**config.mk**
```make
export PLATFORM = sky130hd
export DESIGN_NAME = mc_sequencer_flat
export DESIGN_NICKNAME = d
export VERILOG_FILES = /design/src/rtl/mc_sequencer_pkg.sv /design/src/rtl/mc_sequencer_if.sv /design/src/rtl/mc_sequencer_classify.sv /design/src/rtl/mc_sequencer.sv /design/src/flat_wrapper.sv
export SDC_FILE = /design/constraint.sdc
export NUM_CORES = 1
export LEC_CHECK = 0
export CAP_MARGIN = 20
export CORE_AREA = 4 4 66 68
export CTS_BUF_LIST = sky130_fd_sc_hd__clkbuf_4 sky130_fd_sc_hd__clkbuf_8 sky130_fd_sc_hd__clkbuf_16
export DETAILED_ROUTE_END_ITERATION = 8
export DIE_AREA = 0 0 70 72
export HOLD_SLACK_MARGIN = 0.08
export PLACE_DENSITY = 0.85
export REMOVE_ABC_BUFFERS = 1
export SYNTH_ARGS = -nofsm -noshare
export SYNTH_HDL_FRONTEND = slang
export SYNTH_SLANG_ARGS = --single-unit
```
**constraint.sdc**
```tcl
create_clock -name clk -period 6.3 [get_ports clk]
set_input_delay 1.26 -clock clk [delete_from_list [all_inputs] [get_ports clk]]
set_output_delay 1.26 -clock clk [all_outputs]
set_load 0.02 [all_outputs]
```
**src/rtl/mc_sequencer_pkg.sv**
```systemverilog
// Shared definitions for the multicycle MIPS control sequencer: state encoding,
// exception codes, instruction field constants and the instruction-class enum.
package ctrl_pkg;

  typedef enum logic [2:0] {
    ST_IDLE   = 3'd0,
    ST_FETCH  = 3'd1,
    ST_DECODE = 3'd2,
    ST_EXEC   = 3'd3,
    ST_MEM    = 3'd4,
    ST_WB     = 3'd5,
    ST_MDU    = 3'd6,
    ST_TRAP   = 3'd7
  } state_t;

  localparam logic [4:0] EXC_INT = 5'd0;
  localparam logic [4:0] EXC_SYS = 5'd8;
  localparam logic [4:0] EXC_BP  = 5'd9;
  localparam logic [4:0] EXC_RI  = 5'd10;
  localparam logic [4:0] EXC_OV  = 5'd12;
  localparam logic [4:0] EXC_TR  = 5'd13;

  localparam logic [5:0] OP_SPECIAL  = 6'h00;
  localparam logic [5:0] OP_REGIMM   = 6'h01;
  localparam logic [5:0] OP_J        = 6'h02;
  localparam logic [5:0] OP_JAL      = 6'h03;
  localparam logic [5:0] OP_BEQ      = 6'h04;
  localparam logic [5:0] OP_BNE      = 6'h05;
  localparam logic [5:0] OP_ADDI     = 6'h08;
  localparam logic [5:0] OP_ADDIU    = 6'h09;
  localparam logic [5:0] OP_SLTI     = 6'h0A;
  localparam logic [5:0] OP_SLTIU    = 6'h0B;
  localparam logic [5:0] OP_ANDI     = 6'h0C;
  localparam logic [5:0] OP_ORI      = 6'h0D;
  localparam logic [5:0] OP_XORI     = 6'h0E;
  localparam logic [5:0] OP_LUI      = 6'h0F;
  localparam logic [5:0] OP_COP0     = 6'h10;
  localparam logic [5:0] OP_SPECIAL2 = 6'h1C;
  localparam logic [5:0] OP_LB       = 6'h20;
  localparam logic [5:0] OP_LH       = 6'h21;
  localparam logic [5:0] OP_LW       = 6'h23;
  localparam logic [5:0] OP_LBU      = 6'h24;
  localparam logic [5:0] OP_LHU      = 6'h25;
  localparam logic [5:0] OP_SB       = 6'h28;
  localparam logic [5:0] OP_SH       = 6'h29;
  localparam logic [5:0] OP_SW       = 6'h2B;

  localparam logic [5:0] F_SLL     = 6'h00;
  localparam logic [5:0] F_SRL     = 6'h02;
  localparam logic [5:0] F_SRA     = 6'h03;
  localparam logic [5:0] F_SLLV    = 6'h04;
  localparam logic [5:0] F_SRLV    = 6'h06;
  localparam logic [5:0] F_SRAV    = 6'h07;
  localparam logic [5:0] F_JR      = 6'h08;
  localparam logic [5:0] F_JALR    = 6'h09;
  localparam logic [5:0] F_SYSCALL = 6'h0C;
  localparam logic [5:0] F_BREAK   = 6'h0D;
  localparam logic [5:0] F_MFHI    = 6'h10;
  localparam logic [5:0] F_MTHI    = 6'h11;
  localparam logic [5:0] F_MFLO    = 6'h12;
  localparam logic [5:0] F_MTLO    = 6'h13;
  localparam logic [5:0] F_MULT    = 6'h18;
  localparam logic [5:0] F_MULTU   = 6'h19;
  localparam logic [5:0] F_DIV     = 6'h1A;
  localparam logic [5:0] F_DIVU    = 6'h1B;
  localparam logic [5:0] F_ADD     = 6'h20;
  localparam logic [5:0] F_ADDU    = 6'h21;
  localparam logic [5:0] F_SUB     = 6'h22;
  localparam logic [5:0] F_SUBU    = 6'h23;
  localparam logic [5:0] F_AND     = 6'h24;
  localparam logic [5:0] F_OR      = 6'h25;
  localparam logic [5:0] F_XOR     = 6'h26;
  localparam logic [5:0] F_NOR     = 6'h27;
  localparam logic [5:0] F_SLT     = 6'h2A;
  localparam logic [5:0] F_SLTU    = 6'h2B;
  localparam logic [5:0] F_TEQ     = 6'h34;
  localparam logic [5:0] F2_MUL    = 6'h02;

  localparam logic [4:0]  RS_MFC0  = 5'h00;
  localparam logic [4:0]  RT_BGEZ  = 5'h01;
  localparam logic [25:0] ERET_LOW = 26'h2000018;

  typedef enum logic [3:0] {
    CL_ILLEGAL,
    CL_SYSCALL,
    CL_BREAK,
    CL_JUMP,
    CL_BEQ,
    CL_BNE,
    CL_BGEZ,
    CL_TEQ,
    CL_ERET,
    CL_LOAD,
    CL_STORE,
    CL_MDU,
    CL_MUL,
    CL_HILO,
    CL_ALU
  } instr_class_t;

endpackage

```
**src/rtl/mc_sequencer_if.sv**
```systemverilog
// Memory handshake between the sequencer (master) and the memory system (slave).
interface mc_sequencer_if;
  logic mem_req;
  logic mem_we;
  logic mem_ready;

  modport master (output mem_req, output mem_we, input mem_ready);
  modport slave  (input mem_req, input mem_we, output mem_ready);
endinterface

```
**src/rtl/mc_sequencer_classify.sv**
```systemverilog
// Combinational instruction classifier: maps the IR to an instruction class and
// the few per-instruction qualifiers the sequencer needs.
module instr_classify
  import ctrl_pkg::*;
(
  input  logic [31:0]  instr,
  output instr_class_t iclass,
  output logic         is_store,
  output logic         is_link,
  output logic         is_mul,
  output logic         is_ovf_checked
);

  logic [5:0] op;
  logic [5:0] funct;
  logic [4:0] rs;
  logic [4:0] rt;

  assign op    = instr[31:26];
  assign funct = instr[5:0];
  assign rs    = instr[25:21];
  assign rt    = instr[20:16];

  always_comb begin
    iclass         = CL_ILLEGAL;
    is_store       = 1'b0;
    is_link        = 1'b0;
    is_mul         = 1'b0;
    is_ovf_checked = 1'b0;
    case (op)
      OP_SPECIAL: begin
        case (funct)
          F_SLL, F_SRL, F_SRA, F_SLLV, F_SRLV, F_SRAV,
          F_MFHI, F_MFLO, F_ADDU, F_SUBU, F_AND, F_OR,
          F_XOR, F_NOR, F_SLT, F_SLTU:  iclass = CL_ALU;
          F_ADD, F_SUB: begin
            iclass         = CL_ALU;
            is_ovf_checked = 1'b1;
          end
          F_JR:      iclass = CL_JUMP;
          F_JALR: begin
            iclass  = CL_JUMP;
            is_link = 1'b1;
          end
          F_SYSCALL: iclass = CL_SYSCALL;
          F_BREAK:   iclass = CL_BREAK;
          F_MTHI, F_MTLO: iclass = CL_HILO;
          F_MULT, F_MULTU: begin
            iclass = CL_MDU;
            is_mul = 1'b1;
          end
          F_DIV, F_DIVU: iclass = CL_MDU;
          F_TEQ:     iclass = CL_TEQ;
          default:   iclass = CL_ILLEGAL;
        endcase
      end
      OP_REGIMM: if (rt == RT_BGEZ) iclass = CL_BGEZ;
      OP_J:      iclass = CL_JUMP;
      OP_JAL: begin
        iclass  = CL_JUMP;
        is_link = 1'b1;
      end
      OP_BEQ:    iclass = CL_BEQ;
      OP_BNE:    iclass = CL_BNE;
      OP_ADDI: begin
        iclass         = CL_ALU;
        is_ovf_checked = 1'b1;
      end
      OP_ADDIU, OP_SLTI, OP_SLTIU, OP_ANDI, OP_ORI, OP_XORI, OP_LUI:
        iclass = CL_ALU;
      OP_COP0: begin
        // Only MFC0 and ERET are implemented in coprocessor 0 space.
        if (instr[25:0] == ERET_LOW)
          iclass = CL_ERET;
        else if (rs == RS_MFC0 && instr[10:3] == 8'h00)
          iclass = CL_ALU;
      end
      OP_SPECIAL2: begin
        if (funct == F2_MUL) begin
          iclass = CL_MUL;
          is_mul = 1'b1;
        end
      end
      OP_LB, OP_LH, OP_LW, OP_LBU, OP_LHU: iclass = CL_LOAD;
      OP_SB, OP_SH, OP_SW: begin
        iclass   = CL_STORE;
        is_store = 1'b1;
      end
      default: iclass = CL_ILLEGAL;
    endcase
  end

endmodule

```
**src/rtl/mc_sequencer.sv**
```systemverilog
// Multicycle control sequencer: walks each instruction through fetch, decode,
// execute, memory, write-back, MDU and trap phases and emits Mealy strobes.
module mc_sequencer
  import ctrl_pkg::*;
#(
  parameter int MUL_CYCLES = 4,
  parameter int DIV_CYCLES = 33,
  parameter int IRQ_W      = 6
) (
  input  logic             clk,
  input  logic             reset,
  mc_sequencer_if.master   mem,
  input  logic [31:0]      instr,
  input  logic             alu_Z,
  input  logic             alu_O,
  input  logic [IRQ_W-1:0] irq,
  input  logic             irq_en,
  output logic             pc_we,
  output logic             ir_we,
  output logic             rf_we,
  output logic             mdu_start,
  output logic             hilo_we,
  output logic             epc_we,
  output logic             exc,
  output logic             eret,
  output logic [4:0]       cause,
  output logic             instr_done,
  output logic [2:0]       state
);

  localparam int MAX_CYC = (MUL_CYCLES > DIV_CYCLES) ? MUL_CYCLES : DIV_CYCLES;
  localparam int CNT_W   = (MAX_CYC > 1) ? $clog2(MAX_CYC) : 1;

  state_t           state_q, state_d;
  logic [CNT_W-1:0] cnt_q, cnt_d;
  logic [4:0]       cause_q, cause_d;
  logic             retire;
  logic             mem_req_c, mem_we_c;

  instr_class_t iclass;
  logic         is_store, is_link, is_mul, is_ovf_checked;

  instr_classify u_classify (
    .instr          (instr),
    .iclass         (iclass),
    .is_store       (is_store),
    .is_link        (is_link),
    .is_mul         (is_mul),
    .is_ovf_checked (is_ovf_checked)
  );

  always_comb begin
    state_d    = state_q;
    cnt_d      = cnt_q;
    cause_d    = cause_q;
    retire     = 1'b0;
    pc_we      = 1'b0;
    ir_we      = 1'b0;
    rf_we      = 1'b0;
    mem_req_c  = 1'b0;
    mem_we_c   = 1'b0;
    mdu_start  = 1'b0;
    hilo_we    = 1'b0;
    epc_we     = 1'b0;
    exc        = 1'b0;
    eret       = 1'b0;
    cause      = 5'd0;
    instr_done = 1'b0;
    case (state_q)
      ST_IDLE: state_d = ST_FETCH;
      ST_FETCH: begin
        mem_req_c = 1'b1;
        if (mem.mem_ready) begin
          ir_we   = 1'b1;
          pc_we   = 1'b1;
          state_d = ST_DECODE;
        end
      end
      ST_DECODE: begin
        case (iclass)
          CL_ILLEGAL: begin state_d = ST_TRAP; cause_d = EXC_RI;  end
          CL_SYSCALL: begin state_d = ST_TRAP; cause_d = EXC_SYS; end
          CL_BREAK:   begin state_d = ST_TRAP; cause_d = EXC_BP;  end
          CL_JUMP: begin
            pc_we  = 1'b1;
            rf_we  = is_link;
            retire = 1'b1;
          end
          default: state_d = ST_EXEC;
        endcase
      end
      ST_EXEC: begin
        case (iclass)
          CL_ALU: begin
            if (is_ovf_checked && alu_O) begin
              state_d = ST_TRAP;
              cause_d = EXC_OV;
            end else begin
              state_d = ST_WB;
            end
          end
          CL_TEQ: begin
            if (alu_Z) begin
              state_d = ST_TRAP;
              cause_d = EXC_TR;
            end else begin
              retire = 1'b1;
            end
          end
          // The datapath compares rs against zero for BGEZ, so Z means "not negative".
          CL_BEQ, CL_BGEZ: begin pc_we = alu_Z;  retire = 1'b1; end
          CL_BNE:          begin pc_we = !alu_Z; retire = 1'b1; end
          CL_ERET: begin
            eret       = 1'b1;
            pc_we      = 1'b1;
            instr_done = 1'b1;
            state_d    = ST_FETCH;
          end
          CL_LOAD, CL_STORE: state_d = ST_MEM;
          CL_MDU, CL_MUL: begin
            mdu_start = 1'b1;
            cnt_d     = is_mul ? CNT_W'(MUL_CYCLES - 1) : CNT_W'(DIV_CYCLES - 1);
            state_d   = ST_MDU;
          end
          CL_HILO: begin hilo_we = 1'b1; retire = 1'b1; end
          default: state_d = ST_WB;
        endcase
      end
      ST_MEM: begin
        mem_req_c = 1'b1;
        mem_we_c  = is_store;
        if (mem.mem_ready) begin
          if (is_store) retire  = 1'b1;
          else          state_d = ST_WB;
        end
      end
      ST_MDU: begin
        if (cnt_q == '0) begin
          if (iclass == CL_MUL) begin
            state_d = ST_WB;
          end else begin
            hilo_we = 1'b1;
            retire  = 1'b1;
          end
        end else begin
          cnt_d = cnt_q - CNT_W'(1);
        end
      end
      ST_WB: begin
        rf_we  = 1'b1;
        retire = 1'b1;
      end
      ST_TRAP: begin
        exc     = 1'b1;
        epc_we  = 1'b1;
        pc_we   = 1'b1;
        cause   = cause_q;
        state_d = ST_FETCH;
      end
    endcase

    // Interrupts are only sampled at a retire boundary, which keeps them precise.
    if (retire) begin
      instr_done = 1'b1;
      if (irq_en && (|irq)) begin
        state_d = ST_TRAP;
        cause_d = EXC_INT;
      end else begin
        state_d = ST_FETCH;
      end
    end

    if (!reset) begin
      pc_we      = 1'b0;
      ir_we      = 1'b0;
      rf_we      = 1'b0;
      mem_req_c  = 1'b0;
      mem_we_c   = 1'b0;
      mdu_start  = 1'b0;
      hilo_we    = 1'b0;
      epc_we     = 1'b0;
      exc        = 1'b0;
      eret       = 1'b0;
      cause      = 5'd0;
      instr_done = 1'b0;
    end
  end

  always_ff @(posedge clk or negedge reset) begin
    if (!reset) begin
      state_q <= ST_IDLE;
      cnt_q   <= '0;
      cause_q <= 5'd0;
    end else begin
      state_q <= state_d;
      cnt_q   <= cnt_d;
      cause_q <= cause_d;
    end
  end

  assign mem.mem_req = mem_req_c;
  assign mem.mem_we  = mem_we_c;
  assign state       = state_q;

endmodule

```
**src/flat_wrapper.sv**
```systemverilog
// flat-port wrapper written by rule: the top's interface ports become plain ports
module mc_sequencer_flat import ctrl_pkg::*;
#(
  parameter int MUL_CYCLES = 4,
  parameter int DIV_CYCLES = 33,
  parameter int IRQ_W      = 6
)
  (clk, reset, instr, alu_Z, alu_O, irq, irq_en, pc_we, ir_we, rf_we, mdu_start, hilo_we, epc_we, exc, eret, cause, instr_done, state, mem_mem_req, mem_mem_we, mem_mem_ready);
  mc_sequencer_if mem_i ();
  input  logic clk;
  input  logic reset;
  input  logic [31:0] instr;
  input  logic alu_Z;
  input  logic alu_O;
  input  logic [IRQ_W-1:0] irq;
  input  logic irq_en;
  output logic pc_we;
  output logic ir_we;
  output logic rf_we;
  output logic mdu_start;
  output logic hilo_we;
  output logic epc_we;
  output logic exc;
  output logic eret;
  output logic [4:0] cause;
  output logic instr_done;
  output logic [2:0] state;
  output wire logic [$bits(mem_i.mem_req)-1:0] mem_mem_req;
  output wire logic [$bits(mem_i.mem_we)-1:0] mem_mem_we;
  input wire logic [$bits(mem_i.mem_ready)-1:0] mem_mem_ready;
  assign mem_mem_req = mem_i.mem_req;
  assign mem_mem_we = mem_i.mem_we;
  assign mem_i.mem_ready = mem_mem_ready;
  mc_sequencer #(.MUL_CYCLES(MUL_CYCLES), .DIV_CYCLES(DIV_CYCLES), .IRQ_W(IRQ_W)) u_core (.clk(clk), .reset(reset), .mem(mem_i), .instr(instr), .alu_Z(alu_Z), .alu_O(alu_O), .irq(irq), .irq_en(irq_en), .pc_we(pc_we), .ir_we(ir_we), .rf_we(rf_we), .mdu_start(mdu_start), .hilo_we(hilo_we), .epc_we(epc_we), .exc(exc), .eret(eret), .cause(cause), .instr_done(instr_done), .state(state));
endmodule
```
-- After elaboration in Yosys (flattened, before gate mapping)
Cells that the tools add are included.
Widths: inputs -> output; s select.
- bits in registers: 14
- input port bits: 44
- logic and storage cells: 194
- add/subtract/negate cells: 1
- equality and inequality tests: 84
- muxes and demuxes: 73
- reductions and logical operators: 33
- operators with widths (kind ; number):
    $eq 6x6->1 const B ; 19
    $eq 6x4->1 const B ; 12
    $eq 6x5->1 const B ; 10
    $pmux 4 s10 ; 1
    $pmux 3 s6 ; 2
    $mux 1 ; 33
    $eq 6x3->1 const B ; 5
    $mux 5 ; 6
    $eq 4x4->1 const B ; 7
    $pmux 4 s7 ; 1
    $mux 3 ; 9
    $eq 26x26->1 const B ; 1
    $eq 6x2->1 const B ; 4
    $pmux 5 s2 ; 2
    $reduce_or 2->1 ; 10
    $logic_not 6->1 ; 3
    $mux 6 ; 3
    $reduce_or 18->1 ; 1
    $eq 4x3->1 const B ; 4
    $ne 3x2->1 const B ; 5
    $pmux 5 s3 ; 1
    $eq 3x3->1 const B ; 4
    $mux 4 ; 3
    $pmux 1 s2 ; 6
    other kinds (31) ; 39

-- Logic depth before layout (Yosys ltp)
Gate-level depths: netlist of run 1.
- word-level depth: 11
- depth in mapped cells: 10
- gate-level depth less buffers: 9

-- Modules after synthesis
Synthesis of run 1 repeated with hierarchy kept, for this count alone.
- cells, all modules: 246
- area, all modules: 1810.5 µm²
- modules (own cells, without submodules) (module ; times used ; cells each ; area each (µm²)):
    mc_sequencer ; 1 ; 158 ; 1265.0
    instr_classify ; 1 ; 88 ; 545.5

-- Worst setup path before layout of run 1
No wires, ideal clock.
- path kind: in2out
- start: in instr[27]
- end: out pc_we
- arrival time: 3.190 ns
- data required time: 5.040 ns
- path slack: 1.850 ns
- cell stages on the path: 9
- buffers on the path: 1
- cells stage by stage: buf_4 > nor4_2 > nand2_1 > o22ai_1 > or2_1 > nand3_1 > a211o_1 > a31o_1 > a21oi_1
- cells in the longest elaborated chain, start to end: 8
- elaborated cells between the ends (all ways): 39
- those cells by class: 28 x eq/ne; 5 x mux; 6 x reduce/logical
- ends and longest elaborated chain (item ; RTL line ; RTL):
    from (decl) ; flat_wrapper.sv:12 ; input logic [31:0] instr;
    $eq 6x4->1, or another cell as far along ; mc_sequencer_classify.sv:30 ; case (op)
    $reduce_or 8->1 (no line), or another cell as far along ; n/a ;
    $pmux 4 s10 (*) ; mc_sequencer_classify.sv:30 ;
    $eq 4x3->1 ; mc_sequencer.sv:93 ; case (iclass)
    $reduce_or 2->1 ; n/a ;
    $pmux 1 s3 ; mc_sequencer.sv:93 ;
    $pmux 1 s4 (*) ; mc_sequencer.sv:69 ; case (state_q)
    $mux 1 (*) ; mc_sequencer.sv:173 ; if (!reset) begin
    to (decl) ; flat_wrapper.sv:17 ; output logic pc_we;
Every way passes the cells marked *; elsewhere a longest branch is shown, timed or not.

-- Worst setup path in the final report of run 1
- start: in instr[3]
- end: out rf_we
- cells in the longest elaborated chain, start to end: 9
- elaborated cells between the ends (all ways): 47
- those cells by class: 30 x eq/ne; 10 x mux; 7 x reduce/logical
- ends and longest elaborated chain (item ; RTL line ; RTL):
    parallel branches: the longest is 6 deep, another holds $reduce_or 18->1 ; n/a ;
    $mux 1 (*) ; mc_sequencer.sv:80 ; case (iclass)
    $pmux 1 s2 (*) ; mc_sequencer.sv:69 ;
    $mux 1 (*) ; mc_sequencer.sv:173 ;
    to (decl) ; flat_wrapper.sv:19 ; output logic rf_we;
Mark *: on every way between the ends.

==> metrics, run 1 <==
average size of a mapped cell 7.40 sq um; initial core utilization 0.480; number of cells produced by synthesis 250; die outline area 0.00504 sq mm; post-synthesis register bit count 14; register clock-pin slew on the reported worst setup and hold paths 60 ps; outcome finished, final reports clean; number of buffers created by CTS 3; Largest stage delay, worst path 750 ps; Area Overhead vs Synth 36.7%; CORE AREA 0.00386 sq mm; via count normalized by instance count 6.21; placed instance area 0.00247 sq mm; area of all sequential standard cells 350 sq um; RePlAce Congestion 0.937; wire length per cell after detailed routing 15.8 um; total wire length 5.61 mm; post-CTS setup buffer count 0; static power due to leakage 0.908 nW; count of hold buffers inserted by post-cts repair 0; via count of the first global-routing pass 2034; crit path launch type input pin; top_reg_cell synth sky130_fd_sc_hd__dfrtp_1; measured slew at the worst slew-check pin 713 ps; kind of cell with the highest combined delay on the critical path buffers and inverters; most numerous cell types in the synthesized netlist sky130_fd_sc_hd__nor2_1 (20), sky130_fd_sc_hd__nand2_1 (17), sky130_fd_sc_hd__dfrtp_1 (14), sky130_fd_sc_hd__o21ai_0 (14), sky130_fd_sc_hd__a21oi_1 (13); cell row count 23; largest buffer count on any clock path 2; YS warnings 0; Required @ worst endpoint 5040 ps; Final Instance Area 0.00253 sq mm; grt ovf 0; Synth async-reset ratio 1.00; area occupied by multi-input gates 0.00140 sq mm; initial DRC count 218; leading cell type by number of instances after synthesis sky130_fd_sc_hd__nor2_1; post-detailed-route DRC marker count 0; number of setup violations in the final report 0; antenna cells 0; Skew-Pair Late Insertion Delay 250 ps; element type at the critical path end output pin; post-synth cell types 68; crit path kind input pin to output pin; Port-buffer cells 62; series of cell instances along the critical path clkdlybuf4s50_1, inv_1, o21a_1, o311a_1, or3_4, nor4_2, and2_1, a22oi_1, nor2_1, clkdlybuf4s50_1; Final ANT Viol Nets 0; peak supply drop 0.102 mV; maximum clock frequency 173 MHz; summed instance area of the synthesized netlist 0.00185 sq mm; Post-synth EDFFs 0; share of the synthesized area in the top cell type 0.189; HPWL after detailed placement 4.45 mm; H-tree Lvls 1; number of top-level pins 63; worst hold-check path type flop to flop; Power Density 246 mW/mm^2; share of synthesized area occupied by flip-flops and latches 0.189; buffering stage count on the worst path with inverters included 3; Max FO, Critical Path 15; Final Cycle Share 0.917; die outline width 70 um; setup repair after global routing missed its margin no; Slew headroom 0.521; most frequent cell on the critical path sky130_fd_sc_hd__clkdlybuf4s50_1; first drt pass iteration count 6; cell taking the most area after synthesis sky130_fd_sc_hd__dfrtp_1; worst endpoint data arrival time 4520 ps; final net count 351; Root Buffer sky130_fd_sc_hd__clkbuf_8; Max Clock Skew 8.25 ps; global-route wire length before repair 9.39 mm; FILL cells 363; clock period minus final worst setup slack 5780 ps; antenna violations before repair 0; max-cap violations 0; fraction of final layout cells sized beyond drive strength 1 0.0623; via count 2206; number of instances resized during post-cts repair 0; CTS tree built; Critical-path top delay cell sky130_fd_sc_hd__clkdlybuf4s50_1; number of clock sinks 14; number of hold violations in the final report 0; vertical extent of the die 72 um; number of max-slew violations in the final report 0; total negative slack 0 ps; pin count of the biggest net entering global routing 20; total routing resource utilization after global routing 0.223; Area contributors post-synth sky130_fd_sc_hd__dfrtp_1 (19%), sky130_fd_sc_hd__nor2_1 (4.1%), sky130_fd_sc_hd__o21ai_0 (3.8%)
flip-flops by register name, summed over array words and instances (netlist names):
register	cells
u_core.state	3
u_core.cause_q	5
u_core.cnt_q	6
area by class of cell:
class / instances / share of cell area
repair buffers: 63 / 0.248
inverters: 9 / 0.0134
multi-input cells: 215 / 0.553
well taps: 50 / 0.0247
clock buffers: 4 / 0.0218
flip-flops and latches: 14 / 0.139
kinds of logic (layout without fill, tap and decap cells):
logic type                 count (synthesis)  after routing  share of synthesized area
xor gates and xnor gates                   2              2                    0.00947
adders and majority gates                  1              1                    0.00676
muxes                                      1              1                    0.00609
AOI/OAI and AO/OA                         77             77                      0.301
buffers and inverters                     21             76                     0.0541
and+or+nand+nor                          134            134                      0.433
DFF                                       14             14                      0.189
worst register-to-register path, delay by kind of cell, from the launching register on:
family	cells	cell delay, ps
and+or+nand+nor	4	1250
AOI/OAI and AO/OA	3	780
DFF	1	410
routing by layer:
| metal | GRT usage | wire (um) | vias up | share of wire |
|---|---|---|---|---|
| li1 | - | - | 1066 | - |
| met3 | 0.0291 | 333 | 9 | 0.059 |
| met4 | 0.0532 | 68 | 0 | 0.012 |
| met1 | 0.290 | 2390 | 1044 | 0.43 |
| met2 | 0.395 | 2820 | 87 | 0.50 |
| met5 | 0 | 0 | - | 0 |
through the flow:
stage          utilization  setup slack [ps]  std cells  hold WS (ps)  total power, mW
2_1_floorplan            -              1900        238           432            0.387
4_1_cts              0.656               574        355           485            0.617
3_5_place_dp         0.641               585        351           476            0.526
6_report             0.656               525        355           477            0.621
3_3_place_gp         0.641               652        351           446            0.517
5_1_grt              0.656               357        355           509            0.668
cells in the final DEF, fill, tap and decap left out, drive strengths merged, types with 5 or more instances in the layout:
cell,synthesis,routed
o21ai,16,16
o31ai,5,5
nand2,17,17
nor4,8,8
nand2b,11,11
inv,9,9
nor3,12,12
a21oi,13,13
nor2b,9,9
nand3,9,9
nor2,20,20
clkdlybuf4s50,0,62
o22ai,5,5
or3,6,6
dfrtp,14,14
and2,11,11
nand4,5,5
final timing paths:
path,startpoint,endpoint,slack (ps),depth (start not counted)
hold reg to reg,u_core.cnt_q[4],u_core.cnt_q[4],480,1
hold / removal,u_core.cnt_q[4],u_core.cnt_q[4],480,1
setup reg to reg,u_core.cnt_q[2],u_core.state[2],3750,7
setup / recovery,instr[3],rf_we,520,10
min in group asynchronous,reset,u_core.state[1],1330,2
max in group asynchronous,reset,u_core.cnt_q[0],4770,2
where the power goes:
part,switching (mW),leakage [nW],total [mW],internal (mW)
Clock,0.0349,0.0288,0.0903,0.0554
Combinational,0.179,0.707,0.344,0.165
Sequential,0.0615,0.172,0.187,0.125
No activity file was read; power rests on OpenSTA's default activity.
==> inputs of run 2 (changes only) <==
--- a/config.mk
+++ b/config.mk
@@ -7,9 +7,10 @@
 export LEC_CHECK = 0
+export ABC_AREA = 1
 export CAP_MARGIN = 20
-export CORE_AREA = 4 4 66 68
+export CORE_AREA = 4 4 71 73
 export CTS_BUF_LIST = sky130_fd_sc_hd__clkbuf_4 sky130_fd_sc_hd__clkbuf_8 sky130_fd_sc_hd__clkbuf_16
 export DETAILED_ROUTE_END_ITERATION = 8
-export DIE_AREA = 0 0 70 72
+export DIE_AREA = 0 0 75 77
 export HOLD_SLACK_MARGIN = 0.08
-export PLACE_DENSITY = 0.85
+export PLACE_DENSITY = 0.8
 export REMOVE_ABC_BUFFERS = 1
==> constraint.sdc (replaced) <==
create_clock -name clk -period 5.9 [get_ports clk]
set_input_delay 1.18 -clock clk [delete_from_list [all_inputs] [get_ports clk]]
set_output_delay 1.18 -clock clk [all_outputs]
set_load 0.005 [all_outputs]
==> run 2 against run 1 <==
  * Sequential cell count unchanged
  * Clock skew decreased by 2.9 ps
  * Cell area increased by 11%
  * Via count increased by 12%
  * Die area increased by 15%
  * Critical path depth increased by 6
  * Sequential share of layout area decreased by 1.3 points
  * Register-to-register slack got worse by 100 ps
  * Core utilization decreased by 1.2 points
  * Sequential power decreased by 7%
==> metrics, run 2 <==
outcome finished, final reports clean (unchanged); share of synthesized area occupied by flip-flops and latches 0.168 (was 0.189); worst endpoint data arrival time 3770 ps (was 4520 ps); most numerous cell types in the synthesized netlist sky130_fd_sc_hd__nand2_1 (86), sky130_fd_sc_hd__nor2_1 (73), sky130_fd_sc_hd__inv_1 (62) (was sky130_fd_sc_hd__nor2_1 (20), sky130_fd_sc_hd__nand2_1 (17), sky130_fd_sc_hd__dfrtp_1 (14), sky130_fd_sc_hd__o21ai_0 (14), sky130_fd_sc_hd__a21oi_1 (13)); fraction of the mapped netlist area in compound gates 0.137 (was 0.301); CTS tree built (unchanged); worst hold path stage count 2 (was 1); maximum clock frequency 202 MHz; post-synth cell types 37 (was 68); max-cap violations 0 (unchanged); crit path kind input pin to output pin (unchanged); post-synthesis register bit count 14 (unchanged); number of top-level pins 63 (unchanged); fraction of synthesized cell area in xor and xnor cells 0.00842 (was 0.00947); Root Buffer sky130_fd_sc_hd__clkbuf_8 (unchanged); share of total power in sequential cells 0.252 (was 0.301); worst r2r path cells 8 (was 7); number of instances resized during post-cts repair 0 (unchanged); Critical-path top delay cell sky130_fd_sc_hd__clkdlybuf4s50_1 (unchanged); Post-synth EDFFs 0 (unchanged); sw frac 0.454 (was 0.443); post-CTS setup buffer count 0 (unchanged); Logic pwr share 0.611 (was 0.554); measured slew at the worst slew-check pin 718 ps (was 713 ps); final net count 485 (was 351); Area contributors post-synth sky130_fd_sc_hd__dfrtp_1 (17%), sky130_fd_sc_hd__nand2_1 (16%), sky130_fd_sc_hd__nor2_1 (13%) (was sky130_fd_sc_hd__dfrtp_1 (19%), sky130_fd_sc_hd__nor2_1 (4.1%), sky130_fd_sc_hd__o21ai_0 (3.8%)); HPWL after detailed placement 4.88 mm (was 4.45 mm); cell row count 24 (was 23); static power due to leakage 1.31 nW (was 0.908 nW); leading cell type by number of instances after synthesis sky130_fd_sc_hd__nand2_1 (was sky130_fd_sc_hd__nor2_1); number of buffers created by CTS 3 (unchanged); highest-count cells in the layout ignoring fill and taps sky130_fd_sc_hd__nand2_1 (86), sky130_fd_sc_hd__nor2_1 (73), sky130_fd_sc_hd__inv_1 (62), sky130_fd_sc_hd__clkdlybuf4s50_1 (62), sky130_fd_sc_hd__nand3_1 (26) (was sky130_fd_sc_hd__clkdlybuf4s50_1 (62), sky130_fd_sc_hd__nor2_1 (20), sky130_fd_sc_hd__nand2_1 (17), sky130_fd_sc_hd__o21ai_0 (14), sky130_fd_sc_hd__dfrtp_1 (14)); mux cell area share after synthesis 0 (was 0.00609); fraction of the mapped netlist area in adder cells 0.00601 (was 0.00677); fraction of final layout cells sized beyond drive strength 1 0.109 (was 0.0623); worst hold-check path type flop to flop (unchanged); worst-case setup margin in the final layout 948 ps (was 525 ps); pin count of the biggest net entering global routing 20 (unchanged); share of the synthesized area in the top cell type 0.168 (was 0.189); antenna violations before repair 0 (unchanged); peak supply drop 0.225 mV (was 0.102 mV); first drt pass iteration count 5 (was 6); total routing resource utilization after global routing 0.209 (was 0.223); setup repair after global routing missed its margin no (unchanged); area of all sequential standard cells 350 sq um (unchanged); number of cells produced by synthesis 376 (was 250); clock period minus final worst setup slack 4950 ps; flip-flop count of the largest register after layout 6 (unchanged); total internal power 375 uW (was 346 uW); initial core utilization 0.478 (was 0.480); Required @ worst endpoint 4720 ps (was 5040 ps); summed instance area of the synthesized netlist 0.00208 sq mm (was 0.00185 sq mm); number of hold violations in the final report 0 (unchanged); count of hold buffers inserted by post-cts repair 0 (unchanged); number of clock sinks 14 (unchanged); total negative slack 0 ps (unchanged); die outline width 75 um (was 70 um); post-route total power 686 uW (was 621 uW); Post-Synth Simple-Gate Area 0.543 (was 0.433); clock network power share 0.138 (was 0.145); Port-buffer cells 62 (unchanged); final cell count without fillers 491 (was 355); area occupied by multi-input gates 0.00144 sq mm (was 0.00140 sq mm); via count 2461 (was 2206); number of max-slew violations in the final report 0 (unchanged); die outline area 0.00578 sq mm (was 0.00504 sq mm); RePlAce Congestion 0.896 (was 0.937); crit path launch type input pin (unchanged); wire length per cell after detailed routing 11.7 um (was 15.8 um); main combinational cell family by area after synthesis simple AND/OR/NAND/NOR gates (unchanged); via count of the first global-routing pass 2289 (was 2034); Top reg by flops u_core.cnt_q (unchanged); reported net switching power 311 uW (was 275 uW); register clock-pin slew on the reported worst setup and hold paths 60 ps (about the same); via count normalized by instance count 5.01 (was 6.21); grt ovf 0 (unchanged); Max Clock Skew 5.32 ps (was 8.25 ps); FILL cells 423 (was 363); pre-CTS setup slack 967 ps (was 585 ps); initial DRC count 151 (was 218); Final Cycle Share 0.839; vertical extent of the die 77 um (was 72 um); H-tree Lvls 1 (unchanged); largest buffer count on any clock path 2 (unchanged); Synth async-reset ratio 1.00 (unchanged); top_reg_cell synth sky130_fd_sc_hd__dfrtp_1 (unchanged); YS warnings 0 (unchanged); most common library cell in the layout ignoring fill and taps sky130_fd_sc_hd__nand2_1 (was sky130_fd_sc_hd__clkdlybuf4s50_1); Largest stage delay, worst path 630 ps (was 750 ps); Max FO, Critical Path 8 (was 15); element type at the critical path end output pin (unchanged); antenna cells 0 (unchanged); dpl cells 487 (was 351); Area Overhead vs Synth 34.6% (was 36.7%); total wire length 5.74 mm (was 5.61 mm); global-route wire length before repair 9.94 mm (was 9.39 mm); average size of a mapped cell 5.53 sq um (was 7.40 sq um); Power Density 245 mW/mm^2 (was 246 mW/mm^2); number of setup violations in the final report 0 (unchanged); Slew headroom 0.520 (was 0.521); CORE AREA 0.00435 sq mm (was 0.00386 sq mm); series of cell instances along the critical path clkdlybuf4s50_1, inv_1, nor2_1, nand2_1, nand3_1, nor2_1, nand2_1, nand2_1, nand2_2, nand2_2, nor2_2, nand3_2, nand2_2, nor2_2, o22ai_1, clkdlybuf4s50_1 (was clkdlybuf4s50_1, inv_1, o21a_1, o311a_1, or3_4, nor4_2, and2_1, a22oi_1, nor2_1, clkdlybuf4s50_1); cell taking the most area after synthesis sky130_fd_sc_hd__dfrtp_1 (unchanged); Skew-Pair Late Insertion Delay 250 ps (about the same); Final ANT Viol Nets 0 (unchanged); post-detailed-route DRC marker count 0 (unchanged); core utilization of the finished layout 0.643 (was 0.656)
[run 2: cell count changes after synthesis, moves of 10 or more]
cell / before / now
sky130_fd_sc_hd__nand2b_1: 11 / 0
sky130_fd_sc_hd__nand2_1: 17 / 86
sky130_fd_sc_hd__nor2_1: 20 / 73
sky130_fd_sc_hd__nand3_1: 9 / 26
sky130_fd_sc_hd__inv_1: 9 / 62
sky130_fd_sc_hd__and2_1: 11 / 1
[run 2: power by group through the flow]
stage | Clock, mW | Combinational (mW) | Sequential (mW)
after floorplan | 0 | 0.278 | 0.167
final | 0.0944 | 0.419 | 0.173
after global routing | 0.103 | 0.480 | 0.179
after global placement | 0 | 0.411 | 0.173
after CTS | 0.0972 | 0.419 | 0.173
after detailed placement | 0 | 0.416 | 0.173
[run 2: worst paths after layout]
path	startpoint	endpoint	slack, ps
setup / recovery	instr[3]	instr_done	950
setup reg to reg	u_core.state[0]	u_core.cnt_q[4]	3650
hold / removal	u_core.cause_q[4]	u_core.cause_q[4]	520
min in group asynchronous	reset	u_core.state[2]	1260
max in group asynchronous	reset	u_core.cause_q[0]	4430
hold reg to reg	u_core.cause_q[4]	u_core.cause_q[4]	520
[run 2: layout make-up]
type                            instances  share of cell area
Clock buffer                            4              0.0197
Inverter                               69              0.0925
Multi-Input combinational cell        289               0.515
Sequential cell                        14               0.125
Tap cell                               52              0.0232
Timing Repair Buffer                   63               0.224
[run 2: cell families (layout without fill, tap and decap cells)]
kind of cell,Yosys count,count (layout)
DFF,14,14
adders and majority gates,1,1
and+or+nand+nor,240,240
buffers and inverters,73,136
xor gates and xnor gates,2,2
AOI/OAI and AO/OA,46,46
[run 2: per-stage QoR]
step | hold WS (ps) | area (sq um)
finish | 518 | 2800
global route | 545 | 2800
CTS | 521 | 2800
detailed placement | 511 | 2750
global placement | 502 | 2750
floorplan | 487 | 2050
[run 2: per-layer routing]
metal  track usage  part of all wire  vias up
li1              -                 -     1312
met1         0.291              0.45     1077
met2         0.351              0.48       68
met3        0.0288             0.064        4
met4        0.0160            0.0044        0
met5             0                 0        -
[run 2: critical path: cells and delay by family]
kind | cells | cell delay, ps
AOI/OAI and AO/OA | 1 | 140
buffers and inverters | 3 | 1270
and+or+nand+nor | 12 | 1160
